<file path="config.mk">
export PLATFORM = sky130hd
export DESIGN_NAME = pattern_apply_check
export DESIGN_NICKNAME = d
export VERILOG_FILES = /design/src/rtl/pattern_apply_check.sv
export SDC_FILE = /design/constraint.sdc
export NUM_CORES = 1
export LEC_CHECK = 0
export ABC_AREA = 1
export BUFFER_PORTS_ARGS = -buffer_cell sky130_fd_sc_hd__buf_4
export CAP_MARGIN = 20
export CORE_MARGIN = 1.5
export CORE_UTILIZATION = 31
export DETAILED_ROUTE_END_ITERATION = 8
export PLACE_DENSITY = 0.49
export SETUP_SLACK_MARGIN = 0.15
export SYNTH_ARGS = -nofsm -noshare
export SYNTH_HDL_FRONTEND = slang
export SYNTH_SLANG_ARGS = --single-unit
</file>
<file path="constraint.sdc">
create_clock -name clk -period 4.7 [get_ports clk]
set_input_delay 0.705 -clock clk [delete_from_list [all_inputs] [get_ports clk]]
set_output_delay 0.705 -clock clk [all_outputs]
set_load 0.05 [all_outputs]
</file>
<file path="src/rtl/pattern_apply_check.sv">
// pattern_apply_check
//   On-chip pattern applicator and response checker. Stores up to DEPTH
//   patterns, each made of a force value, an expected response and a compare
//   mask. A run applies the stored patterns one after another to a
//   combinational DUT. For each pattern it waits SETTLE cycles, strobes the
//   DUT response, compares the masked bits and reports and counts failures.
//
// Ports
//   clk, rst      : clock (rising edge), synchronous active-high reset
//   ld_valid      : pattern write request
//   ld_ready      : storage can accept a pattern (IDLE and not full)
//   ld_pi         : force value to store
//   ld_xpct       : expected response to store
//   ld_mask       : compare mask to store (1 = compare, 0 = don't care)
//   clear         : discard stored patterns (IDLE only)
//   start         : begin a run (IDLE only)
//   stop_on_fail  : sampled at start; ends the run at the first failure
//   pi_out        : registered drive to the DUT inputs
//   po_in         : DUT outputs
//   busy          : run in progress
//   done          : one-cycle pulse at the end of a run
//   pass          : qualified by done; no failing pattern in the run
//   fail_count    : failing patterns in the last run (saturating)
//   err_valid     : one-cycle pulse per failing pattern
//   err_pat       : index of the failing pattern (held between pulses)
//   err_bits      : masked mismatch bits of the failing pattern (held)
//   pat_count     : number of stored patterns
module pattern_apply_check #(
  parameter int NIN    = 5,
  parameter int NOUT   = 2,
  parameter int DEPTH  = 16,
  parameter int SETTLE = 2,
  parameter int CW     = 8
) (
  input  logic                     clk,
  input  logic                     rst,
  input  logic                     ld_valid,
  output logic                     ld_ready,
  input  logic [NIN-1:0]           ld_pi,
  input  logic [NOUT-1:0]          ld_xpct,
  input  logic [NOUT-1:0]          ld_mask,
  input  logic                     clear,
  input  logic                     start,
  input  logic                     stop_on_fail,
  output logic [NIN-1:0]           pi_out,
  input  logic [NOUT-1:0]          po_in,
  output logic                     busy,
  output logic                     done,
  output logic                     pass,
  output logic [CW-1:0]            fail_count,
  output logic                     err_valid,
  output logic [$clog2(DEPTH)-1:0] err_pat,
  output logic [NOUT-1:0]          err_bits,
  output logic [$clog2(DEPTH):0]   pat_count
);

  localparam int AW  = $clog2(DEPTH);
  localparam int PCW = AW + 1;
  localparam int SW  = (SETTLE > 1) ? $clog2(SETTLE) : 1;

  typedef enum logic [2:0] {
    S_IDLE,
    S_FORCE,
    S_WAIT,
    S_MEASURE,
    S_DONE
  } state_t;

  // Saturating increment of the fail counter.
  function automatic logic [CW-1:0] sat_inc(input logic [CW-1:0] v);
    if (&v) return v;
    else    return v + CW'(1);
  endfunction

  state_t          state_q, state_d;
  logic [AW-1:0]   idx_q, idx_d;
  logic [SW-1:0]   cnt_q, cnt_d;
  logic            stop_q, stop_d;
  logic [CW-1:0]   fail_q, fail_d;
  logic [NIN-1:0]  pi_q, pi_d;
  logic            errv_q, errv_d;
  logic [AW-1:0]   errp_q, errp_d;
  logic [NOUT-1:0] errb_q, errb_d;
  logic [PCW-1:0]  pc_q, pc_d;
  logic            done_q, done_d;
  logic            pass_q, pass_d;

  logic            wr_en;
  logic            is_last;
  logic [NOUT-1:0] mism;

  // Pattern storage; contents intentionally survive reset and clear.
  logic [NIN-1:0]  mem_pi_q   [DEPTH];
  logic [NOUT-1:0] mem_xpct_q [DEPTH];
  logic [NOUT-1:0] mem_mask_q [DEPTH];

  assign ld_ready = (state_q == S_IDLE) && (pc_q < PCW'(DEPTH));
  // clear wins over a same-cycle write.
  assign wr_en    = ld_valid && ld_ready && !clear;
  assign is_last  = ({1'b0, idx_q} == (pc_q - PCW'(1)));
  assign mism     = (po_in ^ mem_xpct_q[idx_q]) & mem_mask_q[idx_q];

  always_ff @(posedge clk) begin
    if (wr_en) begin
      mem_pi_q[pc_q[AW-1:0]]   <= ld_pi;
      mem_xpct_q[pc_q[AW-1:0]] <= ld_xpct;
      mem_mask_q[pc_q[AW-1:0]] <= ld_mask;
    end
  end

  always_comb begin
    state_d = state_q;
    idx_d   = idx_q;
    cnt_d   = cnt_q;
    stop_d  = stop_q;
    fail_d  = fail_q;
    pi_d    = pi_q;
    errv_d  = 1'b0;
    errp_d  = errp_q;
    errb_d  = errb_q;
    pc_d    = pc_q;
    done_d  = (state_q == S_DONE);
    pass_d  = (state_q == S_DONE) && (fail_q == '0);

    unique case (state_q)
      S_IDLE: begin
        if (clear) begin
          pc_d = '0;
        end else begin
          if (wr_en) pc_d = pc_q + PCW'(1);
          if (start) begin
            // An empty run still reports, so the counter is zeroed either way.
            fail_d = '0;
            if (pc_q != '0) begin
              idx_d   = '0;
              stop_d  = stop_on_fail;
              state_d = S_FORCE;
            end else begin
              state_d = S_DONE;
            end
          end
        end
      end
      S_FORCE: begin
        pi_d    = mem_pi_q[idx_q];
        cnt_d   = '0;
        state_d = S_WAIT;
      end
      S_WAIT: begin
        if (cnt_q == SW'(SETTLE - 1)) state_d = S_MEASURE;
        else                          cnt_d   = cnt_q + SW'(1);
      end
      S_MEASURE: begin
        if (mism != '0) begin
          errv_d = 1'b1;
          errp_d = idx_q;
          errb_d = mism;
          fail_d = sat_inc(fail_q);
        end
        if (((mism != '0) && stop_q) || is_last) begin
          state_d = S_DONE;
        end else begin
          idx_d   = idx_q + AW'(1);
          state_d = S_FORCE;
        end
      end
      S_DONE: begin
        state_d = S_IDLE;
      end
      default: begin
        state_d = S_IDLE;
      end
    endcase
  end

  always_ff @(posedge clk) begin
    if (rst) begin
      state_q <= S_IDLE;
      idx_q   <= '0;
      cnt_q   <= '0;
      stop_q  <= 1'b0;
      fail_q  <= '0;
      pi_q    <= '0;
      errv_q  <= 1'b0;
      errp_q  <= '0;
      errb_q  <= '0;
      pc_q    <= '0;
      done_q  <= 1'b0;
      pass_q  <= 1'b0;
    end else begin
      state_q <= state_d;
      idx_q   <= idx_d;
      cnt_q   <= cnt_d;
      stop_q  <= stop_d;
      fail_q  <= fail_d;
      pi_q    <= pi_d;
      errv_q  <= errv_d;
      errp_q  <= errp_d;
      errb_q  <= errb_d;
      pc_q    <= pc_d;
      done_q  <= done_d;
      pass_q  <= pass_d;
    end
  end

  assign busy       = (state_q == S_FORCE) || (state_q == S_WAIT) ||
                      (state_q == S_MEASURE);
  assign done       = done_q;
  assign pass       = pass_q;
  assign fail_count = fail_q;
  assign err_valid  = errv_q;
  assign err_pat    = errp_q;
  assign err_bits   = errb_q;
  assign pat_count  = pc_q;
  assign pi_out     = pi_q;

endmodule
</file>
==> flow_metrics.env, run 1 <==
export IMPL_fin_util=0.3643
export IMPL_synth_area_top_cells="edfxtp_1 (55%), dfxtp_1 (10%), nand2_1 (6.9%)"
export IMPL_clock_sinks=184
export IMPL_grt_max_degree=44
export IMPL_grt_pass1_vias=5497
export IMPL_multiInputGateArea_um2=2235
export IMPL_crit_buf_inv=4
export IMPL_first_pass_iters=5
export IMPL_dp_cells=1128
export IMPL_pwr_density_cell_nw_per_um2=391.2
export IMPL_clk_pin_slew_ns=0.07
export IMPL_root_buffer="clkbuf_16"
export IMPL_maxCapViolations=0
export IMPL_status="finished clean"
export IMPL_ctsHoldBuffers=0
export IMPL_period_minus_slack_ns=2.631
export IMPL_finish_net_count=841
export IMPL_wl_per_cell_um=17.64
export IMPL_critPathKind="reg -> reg"
export IMPL_fill_cells=2597
export IMPL_slew_headroom=0.2802
export IMPL_synthTopCellsByCount="nand2_1 (146), edfxtp_1 (144), inv_1 (88)"
export IMPL_synthFlopType="edfxtp_1"
export IMPL_dp_hpwl_um=13670
export IMPL_finalPower_w=0.003578
export IMPL_io_buffers=45
export IMPL_grt_util_all_layers=0.1607
export IMPL_yosys_area_top_type="edfxtp_1"
export IMPL_max_stage_delay_ns=0.75
export IMPL_drt_iter0_markers=401
export IMPL_synth_fp_nets=802
export IMPL_htreeDepth=4
export IMPL_ys_seq_elements=184
export IMPL_cts_setup_buffers=0
export IMPL_cp_data_arrival_time_ns=2.68
export IMPL_fin_crit_sh=0.5598
export IMPL_path_common_cell="inv_2"
export IMPL_final_max_slew_viol_count=0
export IMPL_hold_path_class="reg -> reg"
export IMPL_end_kind="register"
export IMPL_hold_violations=0
export IMPL_peakVddDrop_uv=199.8
export IMPL_tightestPinTransition_ns=1.076
export IMPL_synth_cell_types=40
export IMPL_cts_tree="done"
export IMPL_vias=5458
export IMPL_fin_skew_ns=0.01026
export IMPL_ant_nets=0
export IMPL_final_cells=1160
export IMPL_cts_resized=0
export IMPL_io_pin_count=46
export IMPL_die_height_um=162.9
export IMPL_synth_edf_count=144
export IMPL_die_w_um=162.9
export IMPL_crit_family="simple AND/OR/NAND/NOR gates"
export IMPL_crit_slowest_cell="nor2_1"
export IMPL_antenna_found_initial=0
export IMPL_place_congestion=0.7601
export IMPL_drc=0
export IMPL_clock_path_buffers=2
export IMPL_wirelength_um=20460
export IMPL_avgSynthCellArea_um2=10.19
export IMPL_antenna_cells=0
export IMPL_path_max_fanout=9
export IMPL_core_um2=25110
export IMPL_initial_core_util=0.3158
export IMPL_clock_latency_ns=0.43
export IMPL_grt_pass1_wl_um=31660
export IMPL_fmax_ghz=0.3801
export IMPL_design_die_area_um2=26540
export IMPL_p_leak_nw=3.515
export IMPL_async_flop_share=0
export IMPL_rows=58
export IMPL_cts_buffers=17
export IMPL_syn_to_final_growth_pct=15.35
export IMPL_overflow=0
export IMPL_cp_start_kind="register"
export IMPL_netlist_instances=778
export IMPL_routed_via_density=4.705
export IMPL_synth_top_cell_area_share=0.5454
export IMPL_yosysMostFrequentCell="nand2_1"
export IMPL_required_ns=4.75
export IMPL_crit_chain="nor2_2 -> inv_2 -> nor2_2 -> inv_2 -> nor2_2 -> nand2_1 -> nor2_4 -> inv_2 -> nor2_1 -> inv_2 -> nor2_1"
export IMPL_tns_ns=0
export IMPL_synth_seq_area_share=0.6464
export IMPL_rsz0062_at_grt="false"
export IMPL_syn_area_um2=7929
export IMPL_finalSetupViolCount=0
export IMPL_regArea_um2=5125
export IMPL_drive_gt1_frac=0.1337
export IMPL_ys_warn_count=0
-- cell type report --
| class | count | share of cell area |
|---|---|---|
| Sequential cell | 184 | 0.5603 |
| Multi-Input combinational cell | 462 | 0.2443 |
| Clock buffer | 17 | 0.04651 |
| Tap cell | 330 | 0.04514 |
| Timing Repair Buffer | 53 | 0.04350 |
| Inverter | 99 | 0.04118 |
| Clock inverter | 15 | 0.01902 |
-- metal layers --
layer	up-vias	global-route usage	part of all wire
met5	-	0	0
met4	0	0.04212	0.013
li1	2703	-	-
met1	2633	0.2101	0.46
met2	107	0.2729	0.49
met3	15	0.02979	0.039
-- cell usage in the layout (no fill, tap or decap), types with 2 or more instances in the layout --
master / Yosys / final
ha_1: 7 / 7
nor2_1: 87 / 87
a21oi_1: 27 / 27
edfxtp_1: 144 / 144
clkinv_4: 0 / 4
inv_8: 0 / 2
nor3_1: 6 / 6
o211ai_1: 2 / 2
o22ai_1: 19 / 19
nand2_1: 146 / 146
dfxtp_1: 40 / 40
buf_4: 3 / 53
o221ai_1: 3 / 3
nand2_2: 5 / 5
inv_2: 7 / 7
nand3_2: 3 / 3
clkinvlp_4: 0 / 4
a211oi_1: 2 / 2
nor2_2: 5 / 5
o21ai_0: 63 / 63
clkbuf_16: 0 / 17
bufinv_16: 0 / 2
nand4_1: 8 / 8
inv_4: 2 / 2
nand3_1: 56 / 56
inv_1: 88 / 88
nor4_1: 3 / 3
xor2_1: 7 / 7
clkinv_1: 2 / 2
and3_1: 2 / 2
-- worst reg2reg max path, cell delays in order (launching register included) --
cell	delay, ns
dfxtp_1	0.34
nor2_2	0.18
inv_2	0.07
nor2_2	0.18
inv_2	0.07
nor2_2	0.10
nand2_1	0.11
nor2_4	0.17
inv_2	0.08
nor2_1	0.12
inv_2	0.09
nor2_1	0.75
-- cell families after synthesis --
| logic type | Yosys count | share of synthesized area |
|---|---|---|
| flip-flops | 184 | 0.6464 |
| adder cells (fa/ha/maj) | 7 | 0.01105 |
| AND/OR/NAND/NOR | 327 | 0.1790 |
| XOR/XNOR | 8 | 0.008837 |
| AO/OA/AOI/OAI | 120 | 0.08300 |
| buffers and inverters | 132 | 0.07180 |
-- final timing paths --
path / from / to / slack, ns / cells past startpoint
setup / recovery: state_q[0] / mem_xpct_q[3][1] / 2.07 / 11
hold / removal: cnt_q / cnt_q / 0.47 / 2
setup reg to reg: state_q[0] / mem_xpct_q[3][1] / 2.07 / 11
hold reg to reg: cnt_q / cnt_q / 0.47 / 2
-- report_power, final --
part	total, W	switching, W	internal, W
clock network	0.00146	0.000661	0.000796
logic	0.000326	0.000230	0.0000960
registers	0.00180	0.0000255	0.00177
total	0.00358	0.000917	0.00266
-- flip-flops by register name, summed over array words and instances (netlist names), 2 cells and up, named ones only --
name / flops
state_q: 3
err_pat: 4
idx_q: 4
fail_count: 8
mem_mask_q: 32
pi_out: 5
err_bits: 2
mem_pi_q: 80
mem_xpct_q: 32
pat_count: 5
-- per-stage QoR --
stage,hold WS (ns),worst slack [ns],area (µm²)
after floorplan,0.4457,2.059,7929
after global placement,0.4550,2.048,8547
after detailed placement,0.4582,2.033,8547
after CTS,0.4694,2.031,9146
after global routing,0.4883,1.795,9146
final,0.4693,2.069,9146
No activity file was read; power rests on OpenSTA's default activity.
==> inputs of run 2 (changes only) <==
- PLACE_DENSITY: 0.49 -> 0.51
- clock period: 4.7 -> 2.2 ns (I/O delays scaled with it)
==> run 2 against run 1 <==
Critical path depth increased by 6. Maximum frequency grew 30%. Largest cell class unchanged. Final area up 12%. Combinational power grew to 2.9 times the previous value. Critical endpoint is now idx_q[0]. Die area stayed put. Global-route usage down 0.31 points. Sequential share of layout area fell by 5.8 points. Cell count increased by 5.0%. Setup slack lost 1.9 ns. Highest routed layer unchanged. Hold slack worse by 0.27 ns.
==> flow_metrics.env, run 2 (synthesis gave the netlist of run 1 again) <==
export IMPL_status="finished clean"
export IMPL_vias=5773
export IMPL_hold_violations=0
export IMPL_endpoint="idx_q[0]"
export IMPL_p_leak_nw=3.975
export IMPL_tns_ns=0
export IMPL_layout_cells_most_common_list="edfxtp_1 (144), nand2_1 (121), inv_1 (85)"
export IMPL_drive_gt1_frac=0.2827
export IMPL_grt_max_degree=46
export IMPL_crit_buf_inv=3
export IMPL_antenna_found_initial=0
export IMPL_crit_family="simple AND/OR/NAND/NOR gates"
export IMPL_path_max_fanout=8
export IMPL_fin_util=0.4073
export IMPL_ant_nets=0
export IMPL_finish_net_count=899
export IMPL_syn_to_final_growth_pct=28.97
export IMPL_io_buffers=45
export IMPL_overflow=0
export IMPL_clock_sinks=184
export IMPL_fin_crit_sh=0.9174
export IMPL_critPathKind="reg -> reg"
export IMPL_cts_buffers=17
export IMPL_cp_start_kind="register"
export IMPL_reg2reg_depth=17
export IMPL_largest_reg_flops=80
export IMPL_htreeDepth=4
export IMPL_first_pass_iters=5
export IMPL_antenna_cells=0
export IMPL_slew_headroom=0.7115
export IMPL_required_ns=2.56
export IMPL_period_minus_slack_ns=2.018
export IMPL_dp_hpwl_um=13180
export IMPL_clk_pin_slew_ns=0.07
export IMPL_finalSetupViolCount=0
export IMPL_maxCapViolations=0
export IMPL_max_stage_delay_ns=0.49
export IMPL_drc=0
export IMPL_routed_via_density=4.740
export IMPL_die_w_um=162.9
export IMPL_drt_iter0_markers=360
export IMPL_end_kind="register"
export IMPL_rows=58
export IMPL_die_height_um=162.9
export IMPL_root_buffer="clkbuf_16"
export IMPL_layout_commonest_cell="edfxtp_1"
export IMPL_cp_data_arrival_time_ns=2.38
export IMPL_fin_skew_ns=0.01379
export IMPL_fmax_ghz=0.4955
export IMPL_tightestPinTransition_ns=0.4323
export IMPL_ff2ff_setup_slack_ns=0.18
export IMPL_grt_util_all_layers=0.1576
export IMPL_cts_tree="done"
export IMPL_clock_latency_ns=0.44
export IMPL_core_um2=25110
export IMPL_worst_path_stages=17
export IMPL_clock_path_buffers=2
export IMPL_grt_pass1_vias=5568
export IMPL_final_max_slew_viol_count=0
export IMPL_hold_path_class="in -> reg"
export IMPL_min_path_cells=3
export IMPL_peakVddDrop_uv=438.0
export IMPL_wirelength_um=20530
export IMPL_grt_pass1_wl_um=31360
export IMPL_place_congestion=0.8331
export IMPL_initial_core_util=0.3158
export IMPL_rsz0062_at_grt="true"
export IMPL_pwr_density_cell_nw_per_um2=774.2
export IMPL_wl_per_cell_um=16.86
export IMPL_io_pin_count=46
export IMPL_final_area_um2=10230
export IMPL_crit_chain="buf_12 -> inv_16 -> nand2_2 -> nand2_1 -> nand2_1 -> nand3_2 -> nand3_2 -> nand3b_1 -> nand3_2 -> nand2_4 -> nand2_2 -> nand2_2 -> nand2_4 -> nand3_4 -> nand2_1 -> inv_1 -> nor2_2"
export IMPL_dpl_cell_area_um2=8987
export IMPL_crit_slowest_cell="dfxtp_4"
export IMPL_final_cells=1218
export IMPL_rr_endpoint="idx_q[0]"
export IMPL_dp_cells=1161
export IMPL_design_die_area_um2=26540
[run 2: cell count changes in the layout (fill, tap and decap cells not counted), sizes merged]
cell / change
clkbuf: +2
clkinv: -2
inv: +9
clkinvlp: -5
nand2: +1
buf: +53
[run 2: timing repair]
action                                  4_1_cts  5_1_grt
resized for setup                            12       94
pin swaps                                     5       32
endpoints found under the setup margin       96      128
cloned                                        0        7
buffers inserted                              7       11
hold buffers                                  0        0
[run 2: stage by stage]
| stage | setup slack, ns | total power, W | hold WS, ns |
|---|---|---|---|
| floorplan | 0.07180 | 0.004392 | 0.4289 |
| global placement | 0.002898 | 0.004692 | 0.4556 |
| detailed placement | 0.02211 | 0.004690 | 0.4675 |
| CTS | 0.1354 | 0.007834 | 0.1784 |
| global route | 0.04565 | 0.008206 | 0.2023 |
| finish | 0.1818 | 0.007917 | 0.1991 |
[run 2: report_power, final]
part           internal, W  switching, W  total (W)
registers          0.00378     0.0000394    0.00382
clock network      0.00173       0.00142    0.00315
logic             0.000346      0.000604   0.000950
[run 2: worst min path at each step]
stage | end | slack (ns) | startpoint
after floorplan | mem_mask_q[0][0] | 0.43 | ld_mask[0]
after global placement | cnt_q | 0.46 | cnt_q
after detailed placement | cnt_q | 0.47 | cnt_q
after CTS | stop_q | 0.18 | stop_on_fail
after global routing | stop_q | 0.20 | stop_on_fail
final | stop_q | 0.20 | stop_on_fail
[run 2: layer usage]
metal  track usage  up-vias  wire length [µm]
li1              -     2828                 -
met1        0.2039     2798              9391
met2        0.2596      113              9844
met3       0.03310       34               754
met4       0.05755        0               540
met5             0        -                 0
[run 2: area by class of cell]
class                           instances  area [µm²]
Timing Repair inverter                  3       37.54
Sequential cell                       184        5140
Tap cell                              330       412.9
Inverter                               99       396.6
Fill cell                            2468       14880
Clock inverter                         14       172.7
Timing Repair Buffer                  107        1023
Multi-Input combinational cell        463        2614
Clock buffer                           18       429.2
[run 2: worst register-to-register path, cell delays in order, from the launching register on]
cell and delay [ns]:
dfxtp_4 0.49, buf_12 0.18, inv_16 0.05, nand2_2 0.05, nand2_1 0.04, nand2_1 0.07
nand3_2 0.07, nand3_2 0.10, nand3b_1 0.12, nand3_2 0.11, nand2_4 0.07, nand2_2 0.07
nand2_2 0.07, nand2_4 0.11, nand3_4 0.10, nand2_1 0.08, inv_1 0.05, nor2_2 0.12
